**src/rtl/stage_wb_trap.sv**
```systemverilog
// rtl/stage_wb_trap.sv - write-back stage with trap/MRET flush and fetch redirect
module stage_wb_trap #(
  parameter int XLEN         = 32,
  parameter int NUM_IRQ      = 12,
  parameter int FLUSH_CYCLES = 2,
  parameter int VECTORED     = 1
) (
  input  logic               clk_i,
  input  logic               rst_i,
  input  logic               valid_i,
  output logic               ready_o,
  input  logic [XLEN-1:0]    pc_i,
  input  logic [31:0]        instruction_i,
  input  logic [XLEN-1:0]    alu_d_i,
  input  logic [XLEN-1:0]    mem_d_i,
  input  logic [XLEN-1:0]    csr_d_i,
  input  logic [XLEN-1:0]    mem_addr_i,
  input  logic [3:0]         exc_i,
  input  logic               is_mret_i,
  input  logic [XLEN-1:0]    mepc_i,
  input  logic [XLEN-1:0]    mtvec_i,
  input  logic               mie_i,
  input  logic [NUM_IRQ-1:0] irq_i,
  input  logic [NUM_IRQ-1:0] irq_en_i,
  output logic [4:0]         rd_o,
  output logic [XLEN-1:0]    rf_wd_o,
  output logic               we_rf_o,
  output logic               trap_o,
  output logic [XLEN-1:0]    mcause_o,
  output logic [XLEN-1:0]    mepc_o,
  output logic [XLEN-1:0]    mtval_o,
  output logic               flush_o,
  output logic               redirect_o,
  output logic [XLEN-1:0]    redirect_pc_o
);

  localparam int CW = (NUM_IRQ > 1) ? $clog2(NUM_IRQ) : 1;

  typedef enum logic [1:0] {S_IDLE, S_FLUSH, S_REDIRECT} state_t;

  state_t            r_state;
  logic              r_ready;
  logic [3:0]        r_flush_cnt;
  logic              r_is_mret;
  logic              r_is_irq;
  logic [CW-1:0]     r_code;
  logic [4:0]        r_rd;
  logic [XLEN-1:0]   r_wd;
  logic              r_we;
  logic              r_trap;
  logic [XLEN-1:0]   r_mcause;
  logic [XLEN-1:0]   r_mepc;
  logic [XLEN-1:0]   r_mtval;
  logic              r_flush;
  logic              r_redirect;
  logic [XLEN-1:0]   r_redirect_pc;

  logic [NUM_IRQ-1:0] w_irq_pend;
  logic               w_irq_hit;
  logic [CW-1:0]      w_irq_code;
  logic               w_exc_hit;
  logic [2:0]         w_exc_code;
  logic [XLEN-1:0]    w_exc_tval;
  logic               w_trap;
  logic               w_accept;
  logic               w_wb_en;
  logic [XLEN-1:0]    w_wb_data;
  logic [XLEN-1:0]    w_base;
  logic [XLEN-1:0]    w_redirect_target;
  logic [6:0]         w_opcode;
  logic [4:0]         w_rd;

  assign w_irq_pend = irq_i & irq_en_i;
  assign w_irq_hit  = mie_i && (|w_irq_pend);
  assign w_exc_hit  = |exc_i;
  assign w_trap     = w_irq_hit || w_exc_hit;
  assign w_accept   = valid_i && r_ready;
  assign w_opcode   = instruction_i[6:0];
  assign w_rd       = instruction_i[11:7];
  assign w_base     = {mtvec_i[XLEN-1:2], 2'b00};

  // Highest pending enabled line wins: later loop iterations override earlier ones
  always_comb begin
    w_irq_code = '0;
    for (int i = 0; i < NUM_IRQ; i++) begin
      if (w_irq_pend[i]) w_irq_code = CW'(i);
    end
  end

  // Exception priority: illegal, then instruction misaligned, load, store
  always_comb begin
    w_exc_code = 3'd0;
    w_exc_tval = '0;
    if (exc_i[0]) begin
      w_exc_code = 3'd2;
      w_exc_tval = XLEN'(instruction_i);
    end else if (exc_i[1]) begin
      w_exc_code = 3'd0;
      w_exc_tval = XLEN'(instruction_i);
    end else if (exc_i[2]) begin
      w_exc_code = 3'd4;
      w_exc_tval = mem_addr_i;
    end else if (exc_i[3]) begin
      w_exc_code = 3'd6;
      w_exc_tval = mem_addr_i;
    end
  end

  // Select RF write-back source from the opcode; x0 writes are suppressed
  always_comb begin
    w_wb_en   = 1'b0;
    w_wb_data = '0;
    case (w_opcode)
      7'b0110011, 7'b0010011: begin
        w_wb_en   = 1'b1;
        w_wb_data = alu_d_i;
      end
      7'b0000011: begin
        w_wb_en   = 1'b1;
        w_wb_data = mem_d_i;
      end
      7'b1110011: begin
        w_wb_en   = (instruction_i[14:12] != 3'b000);
        w_wb_data = csr_d_i;
      end
      7'b1101111, 7'b1100111: begin
        w_wb_en   = 1'b1;
        w_wb_data = pc_i + XLEN'(4);
      end
      default: begin
        w_wb_en   = 1'b0;
        w_wb_data = '0;
      end
    endcase
    if (w_rd == 5'd0) w_wb_en = 1'b0;
  end

  // Fetch target at the end of the flush, using the CSR values current at that point
  always_comb begin
    if (r_is_mret) begin
      w_redirect_target = mepc_i;
    end else if (r_is_irq && (VECTORED != 0)) begin
      w_redirect_target = w_base + (XLEN'(r_code) << 2);
    end else begin
      w_redirect_target = w_base;
    end
  end

  // Control FSM: retire or capture a trap in IDLE, hold flush, then pulse redirect
  always_ff @(posedge clk_i) begin
    if (!rst_i) begin
      r_state       <= S_IDLE;
      r_ready       <= 1'b1;
      r_flush_cnt   <= '0;
      r_is_mret     <= 1'b0;
      r_is_irq      <= 1'b0;
      r_code        <= '0;
      r_rd          <= '0;
      r_wd          <= '0;
      r_we          <= 1'b0;
      r_trap        <= 1'b0;
      r_mcause      <= '0;
      r_mepc        <= '0;
      r_mtval       <= '0;
      r_flush       <= 1'b0;
      r_redirect    <= 1'b0;
      r_redirect_pc <= '0;
    end else begin
      r_we          <= 1'b0;
      r_rd          <= '0;
      r_wd          <= '0;
      r_trap        <= 1'b0;
      r_mcause      <= '0;
      r_mepc        <= '0;
      r_mtval       <= '0;
      r_redirect    <= 1'b0;
      r_redirect_pc <= '0;
      case (r_state)
        S_IDLE: begin
          if (w_accept) begin
            if (w_trap || is_mret_i) begin
              r_state     <= S_FLUSH;
              r_ready     <= 1'b0;
              r_flush     <= 1'b1;
              r_flush_cnt <= 4'(FLUSH_CYCLES - 1);
              r_is_mret   <= !w_trap;
              r_is_irq    <= w_irq_hit;
              r_code      <= w_irq_code;
              r_trap      <= w_trap;
              if (w_trap) begin
                r_mepc <= pc_i;
                if (w_irq_hit) begin
                  r_mcause <= {1'b1, (XLEN-1)'(w_irq_code)};
                  r_mtval  <= '0;
                end else begin
                  r_mcause <= XLEN'(w_exc_code);
                  r_mtval  <= w_exc_tval;
                end
              end
            end else if (w_wb_en) begin
              r_we <= 1'b1;
              r_rd <= w_rd;
              r_wd <= w_wb_data;
            end
          end
        end
        S_FLUSH: begin
          if (r_flush_cnt == 4'd0) begin
            r_state       <= S_REDIRECT;
            r_flush       <= 1'b0;
            r_redirect    <= 1'b1;
            r_redirect_pc <= w_redirect_target;
          end else begin
            r_flush_cnt <= r_flush_cnt - 4'd1;
          end
        end
        S_REDIRECT: begin
          r_state <= S_IDLE;
          r_ready <= 1'b1;
        end
        default: begin
          r_state <= S_IDLE;
          r_ready <= 1'b1;
          r_flush <= 1'b0;
        end
      endcase
    end
  end

  assign ready_o       = r_ready;
  assign rd_o          = r_rd;
  assign rf_wd_o       = r_wd;
  assign we_rf_o       = r_we;
  assign trap_o        = r_trap;
  assign mcause_o      = r_mcause;
  assign mepc_o        = r_mepc;
  assign mtval_o       = r_mtval;
  assign flush_o       = r_flush;
  assign redirect_o    = r_redirect;
  assign redirect_pc_o = r_redirect_pc;

endmodule

```
**config.mk**
```make
export PLATFORM = sky130hd
export DESIGN_NAME = stage_wb_trap
export DESIGN_NICKNAME = d
export VERILOG_FILES = /design/src/rtl/stage_wb_trap.sv
export SDC_FILE = /design/constraint.sdc
export NUM_CORES = 1
export LEC_CHECK = 0
export CAP_MARGIN = 20
export CORE_AREA = 2 2 178 180
export DETAILED_ROUTE_END_ITERATION = 7
export DIE_AREA = 0 0 180 182
export PLACE_DENSITY = 0.63
export RECOVER_POWER = 50
export SLEW_MARGIN = 5
export SYNTH_ARGS = -nofsm -noshare
export SYNTH_HDL_FRONTEND = slang
export SYNTH_SLANG_ARGS = --single-unit
```
**constraint.sdc**
```tcl
create_clock -name clk_i -period 5 [get_ports clk_i]
set_input_delay 0.75 -clock clk_i [delete_from_list [all_inputs] [get_ports clk_i]]
set_output_delay 0.75 -clock clk_i [all_outputs]
set_load 0.05 [all_outputs]
```
Word-level counts from Yosys, hierarchy flattened:

Index checks and enable logic that the tools add are counted.

* add/subtract/negate cells: 3
* equal/unequal tests: 12
* mux-type cells: 42
* bitwise logic cells: 9
* reduce and logical (&&, ||, !) cells: 28

Operators by type and width (count)
* $mux W32: 7
* $pmux W32 S4: 1
* $mux W4: 11
* $add A32 B3 Y32 const B: 1
* $add A32 B6 Y32: 1
* $eq A7 B7 Y1 const B: 3
* $and A12 B12 Y12: 1
* $mux W3: 4
* $reduce_and A3 Y1: 4
* $reduce_and A4 Y1: 3
* $reduce_or A12 Y1: 1
* $mux W2: 5
* $reduce_or A5 Y1: 2
* $mux W1: 9
* $ne A2 B2 Y1 const B: 4
* $not A1 Y1: 8
* $pmux W4 S2: 1
* $reduce_or A4 Y1: 2
* $eq A7 B2 Y1 const B: 1
* $eq A7 B5 Y1 const B: 1
* $eq A7 B6 Y1 const B: 1
* $reduce_and A6 Y1: 1
* $reduce_or A6 Y1: 1
* $logic_not A5 Y1: 1
* 16 further kinds: 20

* flip-flop bits (word level): 182
* input port bits: 289
* output and inout bits: 170

Longest topological paths before layout:

Gate-level depths: netlist of the first run.

* word-level depth: 13
* mapped depth: 8
* gate-level depth less buffers: 8

Worst setup path after synthesis of the first run:

Ideal clock, no wire load.

* path kind: input port to flip-flop
* from: in irq_i[3]
* to: reg r_mtval[6], in the netlist mtval_o[6]
* setup time: 0.058 ns
* arrival: 2.438 ns
* required time: 4.942 ns
* slack: 2.504 ns
* stages on the path: 7
* buffers on the path: 1
* path through: a22o_1 -> a221o_1 -> o31a_1 -> nand2b_4 -> nor4_4 -> buf_6 -> a22o_2

* cells in the longest elaborated chain, start to end: 7
* elaborated cells on any way between the ends: 8

RTL lines
* start: declaration: RTL line 23 `input logic [NUM_IRQ-1:0] irq_i,`
* $and A12 B12 Y12 *: RTL line 73 `assign w_irq_pend = irq_i & irq_en_i;`
* $reduce_or A12 Y1 *: RTL line 74 `assign w_irq_hit = mie_i && (|w_irq_pend);`
* $logic_and A1 B1 Y1 *: RTL line 74
* $logic_or A1 B1 Y1: RTL line 76 `assign w_trap = w_irq_hit || w_exc_hit;`
* $logic_or A1 B1 Y1: RTL line 181 `if (w_trap || is_mret_i) begin`
* $not A1 Y1 (no line)
* $reduce_or A6 Y1 (no line) *
* end signal: assignment: RTL line 197 `r_mtval <= w_exc_tval;`
* end: declaration: RTL line 53 `logic [XLEN-1:0] r_mtval;`

Every way passes the cells marked *; elsewhere a longest branch is shown, timed or not.
A chain may end at the register's enable or synchronous reset.

Worst setup path in the final report of the first run:

* from: in irq_i[3]
* to: reg r_mtval[26], in the netlist mtval_o[26]

The elaborated chain is that of the path after synthesis.

==> metrics.md, run 1 <==
| Metric | Value |
|---|---|
| Drt wl/cell | `18.0 um` |
| I/O Buffers | `approximately 430` |
| Setup violators final | `0` |
| Worst EP required | `5380 ps` |
| Synth top area cells | `dfxtp_1, a22o_2, xnor2_1` |
| Max Cap Viol | `0` |
| Post-synthesis average cell area | `9.09 um2` |
| Starting Density | `0.226` |
| Routed Antenna Nets | `0` |
| Vias per Instance | `around 4.6` |
| Ys flop type | `dfxtp_1` |
| Async S/R FF share, synth | `0` |
| Initial detailed-routing violation count | `roughly 390` |
| Fmax | `296 MHz` |
| Synth warn | `0` |
| Yosys top cell by area | `dfxtp_1` |
| Final net count | `around 1,500` |
| Initial antenna violation count | `1` |
| Drt drc | `0` |
| Ports | `459` |
| Hpwl dp | `23.1 mm` |
| Resized cells post-CTS | `0` |
| Max IR drop VDD | `0.219 mV` |
| Syn Inst Count | `771` |
| GRT Overall Usage | `0.169` |
| Final critical-path share of the clock period | `0.676` |
| Clock Sink Count | `155` |
| Power Density | `265 mW/mm2` |
| DR pass1 iterations | `7` |
| Hold WC Path Type | `register to register` |
| Core area | `0.0310 mm2` |
| RSZ-0062 raised after global routing | `false` |
| Final Max Tran Viols | `0` |
| FILL cells | `about 3,100` |
| Largest net degree at the start of global routing | `43` |
| Overall power | `0.00323 W` |
| Max_slew headroom | `0.303` |
| Fin. Hold Viols | `0` |
| Area Growth Syn to Fin | `73.5%` |
| Worst-Margin Slew | `between 1000 and 1500 ps` |
| Later-pin clock latency in the skew report | `440 ps` |
| Cts hold-fix bufs | `0` |
| Hold_ws | `488 ps` |
| Die ar. | `about 0.033 mm2` |
| Die X | `180 um` |
| Worst path arrival time | `3760 ps` |
| Clock Pin Slew Worst Setup and Hold Paths | `70 ps` |
| CTS tree | `built` |
| Num CTS Buffers | `17` |
| Number of synthesized flops with an enable pin | `0` |
| GPL Wtd Cong | `0.863` |
| GRT overflow | `0` |
| Rows | `between 60 and 70` |
| Crit start category | `primary input` |
| Root Buffer | `clkbuf_16` |
| Synthesized area | `0.00701 mm2` |
| Die span in y | `182 um` |
| Peak fanout along the critical path | `20` |
| Setup Total Neg Slack | `0 ps` |
| Vias in the first global route | `7,381` |
| Type of the worst setup path | `primary input to register` |
| Via count | `7,371` |
| Sequential area share after synthesis | `0.443` |
| Synth cell types | `57` |
| Clock Path Buffers | `2` |
| CP Capture Type | `register` |
| Crit path time final | `roughly 3400 ps` |
| Setup bufs post-CTS | `0` |
| Status | `finished, final reports clean` |
| H-Tree Depth | `4` |
| First-pass GRT wire length | `42.2 mm` |
| Share of cells above drive strength 1 | `0.0677` |
| Leakage | `4.84 nW` |
| Total wire length | `around 29 mm` |
| Synthesized flop and latch total | `155` |
| Post-synth top area share | `0.443` |
| Worst Skew | `9.67 ps` |
## sequential cells by signal, indices dropped and copies added (netlist names)
register / flops
flush_o: 1
mcause_o: 5
mepc_o: 32
mtval_o: 32
r_code: 4
r_flush_cnt: 4
r_is_irq: 1
r_is_mret: 1
r_state: 2
rd_o: 5
ready_o: 1
redirect_o: 1
redirect_pc_o: 32
rf_wd_o: 32
trap_o: 1
we_rf_o: 1
## worst max-delay path: stages
cell and delay, ps:
dlygate4sd3_1 560, a22o_1 300, a221o_1 290, o31a_1 420
nand2b_4 220, nor4_4 760, buf_12 250, a22o_2 180
## routing by layer
layer	global-route usage	share of wire	wire, um	vias to the layer above
met5	0	0	0	-
met4	0.0771	0.033	947	0
met3	0.0566	0.076	2200	48
met2	0.306	0.51	14700	358
met1	0.177	0.38	11000	3410
li1	-	-	-	3555
## layout by cell type (no fill, tap or decap), types with 20 or more instances in the layout
master / n
clkdlybuf4s50_1: 288
a222oi_1: 22
o21ai_0: 26
xnor2_1: 32
xor2_1: 20
a22o_2: 30
nand3_1: 35
conb_1: 27
nor2_1: 52
and2_1: 36
dfxtp_1: 155
a21oi_1: 55
dlygate4sd3_1: 141
inv_1: 21
nand2_1: 54
## Yosys cell counts, drive strengths merged, types with 2 or more instances
cell	count
and2	38
o211ai	6
buf	40
a22oi	12
o21ai	26
a22o	33
a21oi	55
a221oi	8
mux2i	8
dfxtp	155
a211oi	5
inv	21
nor2	54
nand2b	4
ha	7
o21a	3
o31ai	4
nor2b	10
nand2	54
nor3b	3
and4	6
nand3	35
and3	12
xor2	20
nand4b	2
nor3	18
a222oi	22
xnor2	32
or3	5
nand4	15
or2	2
nor4	7
a31oi	4
clkbuf	31
## where the power goes
part           internal [W]  total (W)  switching, W
registers           0.00127    0.00129     0.0000149
logic              0.000315   0.000662      0.000348
clock network      0.000725    0.00128      0.000551
total               0.00231    0.00323      0.000913
## cell type report
cell class	count	area, um2	share of cell area
timing repair buffer	439	4400	0.362
multi-input combinational	550	3510	0.289
sequential	155	3100	0.255
tap	402	503	0.0413
clock buffer	23	478	0.0393
clock inverter	9	87.6	0.00720
inverter	21	78.8	0.00648
antenna	1	2.50	0.000206
## cells by family (layout without fill, tap and decap cells)
kind of cell | count (synthesis) | after routing | synth area share
fa+ha+maj | 8 | 8 | 0.0154
mux | 8 | 8 | 0.0114
simple gates | 268 | 268 | 0.200
xor+xnor | 52 | 52 | 0.0650
buf+inv | 92 | 492 | 0.0727
other cells | 1 | 28 | 0.000535
compound gates | 187 | 187 | 0.193
flops | 155 | 155 | 0.443
## path summary, 6_finish.rpt
| kind | from | endpoint | slack [ps] | depth (start not counted) |
|---|---|---|---|---|
| worst max register to register | r_flush_cnt[0] | redirect_pc_o[21] | 2450 | 7 |
| worst min register to register | r_code[2] | r_code[2] | 490 | 2 |
| worst min-delay path | r_code[2] | r_code[2] | 490 | 2 |
| worst max-delay path | irq_i[3] | mtval_o[26] | 1620 | 8 |
## through the flow
step	cell area, um2	utilization	instances	setup WS, ps
4_1_cts	12100	0.392	1598	1770
6_report	12200	0.393	1600	1620
2_1_floorplan	7110	-	797	2500
3_5_place_dp	11600	0.373	1566	1300
3_3_place_gp	11600	0.373	1566	1310
5_1_grt	12200	0.393	1600	1510
Note: power is estimated with default switching activity, not from simulation.
==> run 2: changes to the inputs <==
PLACE_DENSITY = 0.65   (was 0.63)
clock period = 3.1 ns   (was 5 ns; I/O delays follow)
==> run 2 against run 1 <==
Against the previous run: count of clock-buffer cells in the layout down 4; clock skew up 2.2 ps; power is 69% higher; routed wire length about the same.
==> metrics.md, run 2 (synthesis gave the netlist of run 1 again) <==
| Metric | Value |
|---|---|
| GPL Wtd Cong | `0.874 (+1.2%)` |
| RSZ-0062 raised after global routing | `false` |
| Final Max Tran Viols | `0 (unchanged)` |
| Ports | `459 (unchanged)` |
| DR pass1 iterations | `5 (-2)` |
| Die X | `180 um (unchanged)` |
| Drt wl/cell | `17.8 um (-1.0%)` |
| Clock Sink Count | `155 (unchanged)` |
| Area of the multi-input gates | `0.00351 mm2 (about the same)` |
| Drt drc | `0 (unchanged)` |
| Worst EP required | `3470 ps (-1910 ps)` |
| Die span in y | `182 um (unchanged)` |
| Largest net degree at the start of global routing | `43 (unchanged)` |
| Max_slew headroom | `0.506 (+0.203)` |
| Clock Path Buffers | `2 (unchanged)` |
| Final net count | `1,499 (+1.2%)` |
| Leakage | `4.96 nW (+2.5%)` |
| H-Tree Depth | `4 (unchanged)` |
| Sequential cell area | `0.00310 mm2 (unchanged)` |
| Peak fanout along the critical path | `14 (-30%)` |
| FILL cells | `3,087 (-0.23%)` |
| Worst-Margin Slew | `740 ps (-301 ps)` |
| Hpwl dp | `23.0 mm (-0.28%)` |
| Worst Skew | `11.9 ps (+2.20 ps)` |
| Setup violators final | `0 (unchanged)` |
| Power Density | `439 mW/mm2 (+65%)` |
| Rows | `65 (unchanged)` |
| Core area | `0.0310 mm2 (unchanged)` |
| Root Buffer | `clkbuf_16` |
| Placed cells | `1,583 (+1.1%)` |
| Routed Antenna Nets | `0 (unchanged)` |
| Status | `finished, final reports clean` |
| Setup Total Neg Slack | `0 ps (unchanged)` |
| Share of cells above drive strength 1 | `0.0791 (+0.0114)` |
| Type of the worst setup path | `primary input to register` |
| CP Capture Type | `register` |
| Die ar. | `0.0328 mm2 (unchanged)` |
| Hold WC Path Type | `register to register` |
| Via count | `7,440 (+0.94%)` |
| Cts hold-fix bufs | `0 (unchanged)` |
| Final critical-path share of the clock period | `0.833` |
| Clock Pin Slew Worst Setup and Hold Paths | `70 ps (about the same)` |
| Fin. Hold Viols | `0 (unchanged)` |
| Setup bufs post-CTS | `0 (unchanged)` |
| Starting Density | `0.226 (unchanged)` |
| First-pass GRT wire length | `43.2 mm (+2.4%)` |
| Commonest non-fill, non-tap cell in the layout | `clkdlybuf4s50_1` |
| Area Growth Syn to Fin | `76.9%` |
| I/O Buffers | `429 (unchanged)` |
| CTS tree | `built` |
| Initial antenna violation count | `1 (unchanged)` |
| Crit path time final | `2580 ps` |
| Commonest non-fill, non-tap cells in the layout | `clkdlybuf4s50_1, dfxtp_1, dlygate4sd3_1, a21oi_1, nand2_1` |
| Worst path arrival time | `2950 ps (-810 ps)` |
| GRT Overall Usage | `0.171 (+0.00225)` |
| Fmax | `387 MHz` |
| Max IR drop VDD | `0.330 mV (+51%)` |
| Resized cells post-CTS | `0 (unchanged)` |
| GRT overflow | `0 (unchanged)` |
| Num CTS Buffers | `17 (unchanged)` |
| Later-pin clock latency in the skew report | `430 ps (about the same)` |
| Initial detailed-routing violation count | `409 (+5.4%)` |
| Vias in the first global route | `7,430 (+0.66%)` |
| Max Cap Viol | `0 (unchanged)` |
| Total wire length | `28.8 mm (about the same)` |
| Vias per Instance | `4.60 (-0.13%)` |
| Crit start category | `primary input` |
| Layout Cells excl Fill | `1,617 (+1.1%)` |
-- run 2: metrics by stage --
step           hold WS [ps]  utilization  power [W]  instance area, um2  worst slack, ps
2_1_floorplan           460            -    0.00265                7110              889
3_3_place_gp            472        0.379    0.00321               11700              244
6_report                490        0.400    0.00544               12400              519
3_5_place_dp            479        0.379    0.00322               11700              213
5_1_grt                 517        0.400    0.00567               12400              372
4_1_cts                 491        0.399    0.00553               12400              661
-- run 2: critical path, stage by stage --
cell           delay [ps]
dlygate4sd3_1         560
a22o_1                270
a221o_1               290
o31a_1                370
clkbuf_1              180
o21a_1                410
o21ai_0               260
and2_1                150
-- run 2: worst paths after layout --
kind | startpoint | cells after the start | slack [ps] | end
max | irq_i[3] | 8 | 520 | r_flush_cnt[3]
min | r_code[2] | 2 | 490 | r_code[2]
max reg2reg | r_code[0] | 9 | 880 | redirect_pc_o[24]
min reg2reg | r_code[2] | 2 | 490 | r_code[2]
-- run 2: power breakdown --
part           internal, W  total, W  switching (W)
logic             0.000516   0.00108       0.000560
registers          0.00206   0.00208      0.0000236
clock network      0.00138   0.00229       0.000911
-- run 2: area by class of cell --
type | count | area share
Multi-Input combinational cell | 550 | 0.283
Sequential cell | 155 | 0.250
Inverter | 21 | 0.00636
Antenna cell | 1 | 0.000202
Clock inverter | 12 | 0.0150
Timing Repair Buffer | 457 | 0.369
Clock buffer | 19 | 0.0357
Tap cell | 402 | 0.0406
-- run 2: per-layer routing --
| layer | up-vias | share of wire | global-route usage |
|---|---|---|---|
| li1 | 3586 | - | - |
| met1 | 3434 | 0.40 | 0.191 |
| met2 | 368 | 0.49 | 0.301 |
| met3 | 52 | 0.073 | 0.0497 |
| met4 | 0 | 0.035 | 0.0787 |
| met5 | - | 0 | 0 |
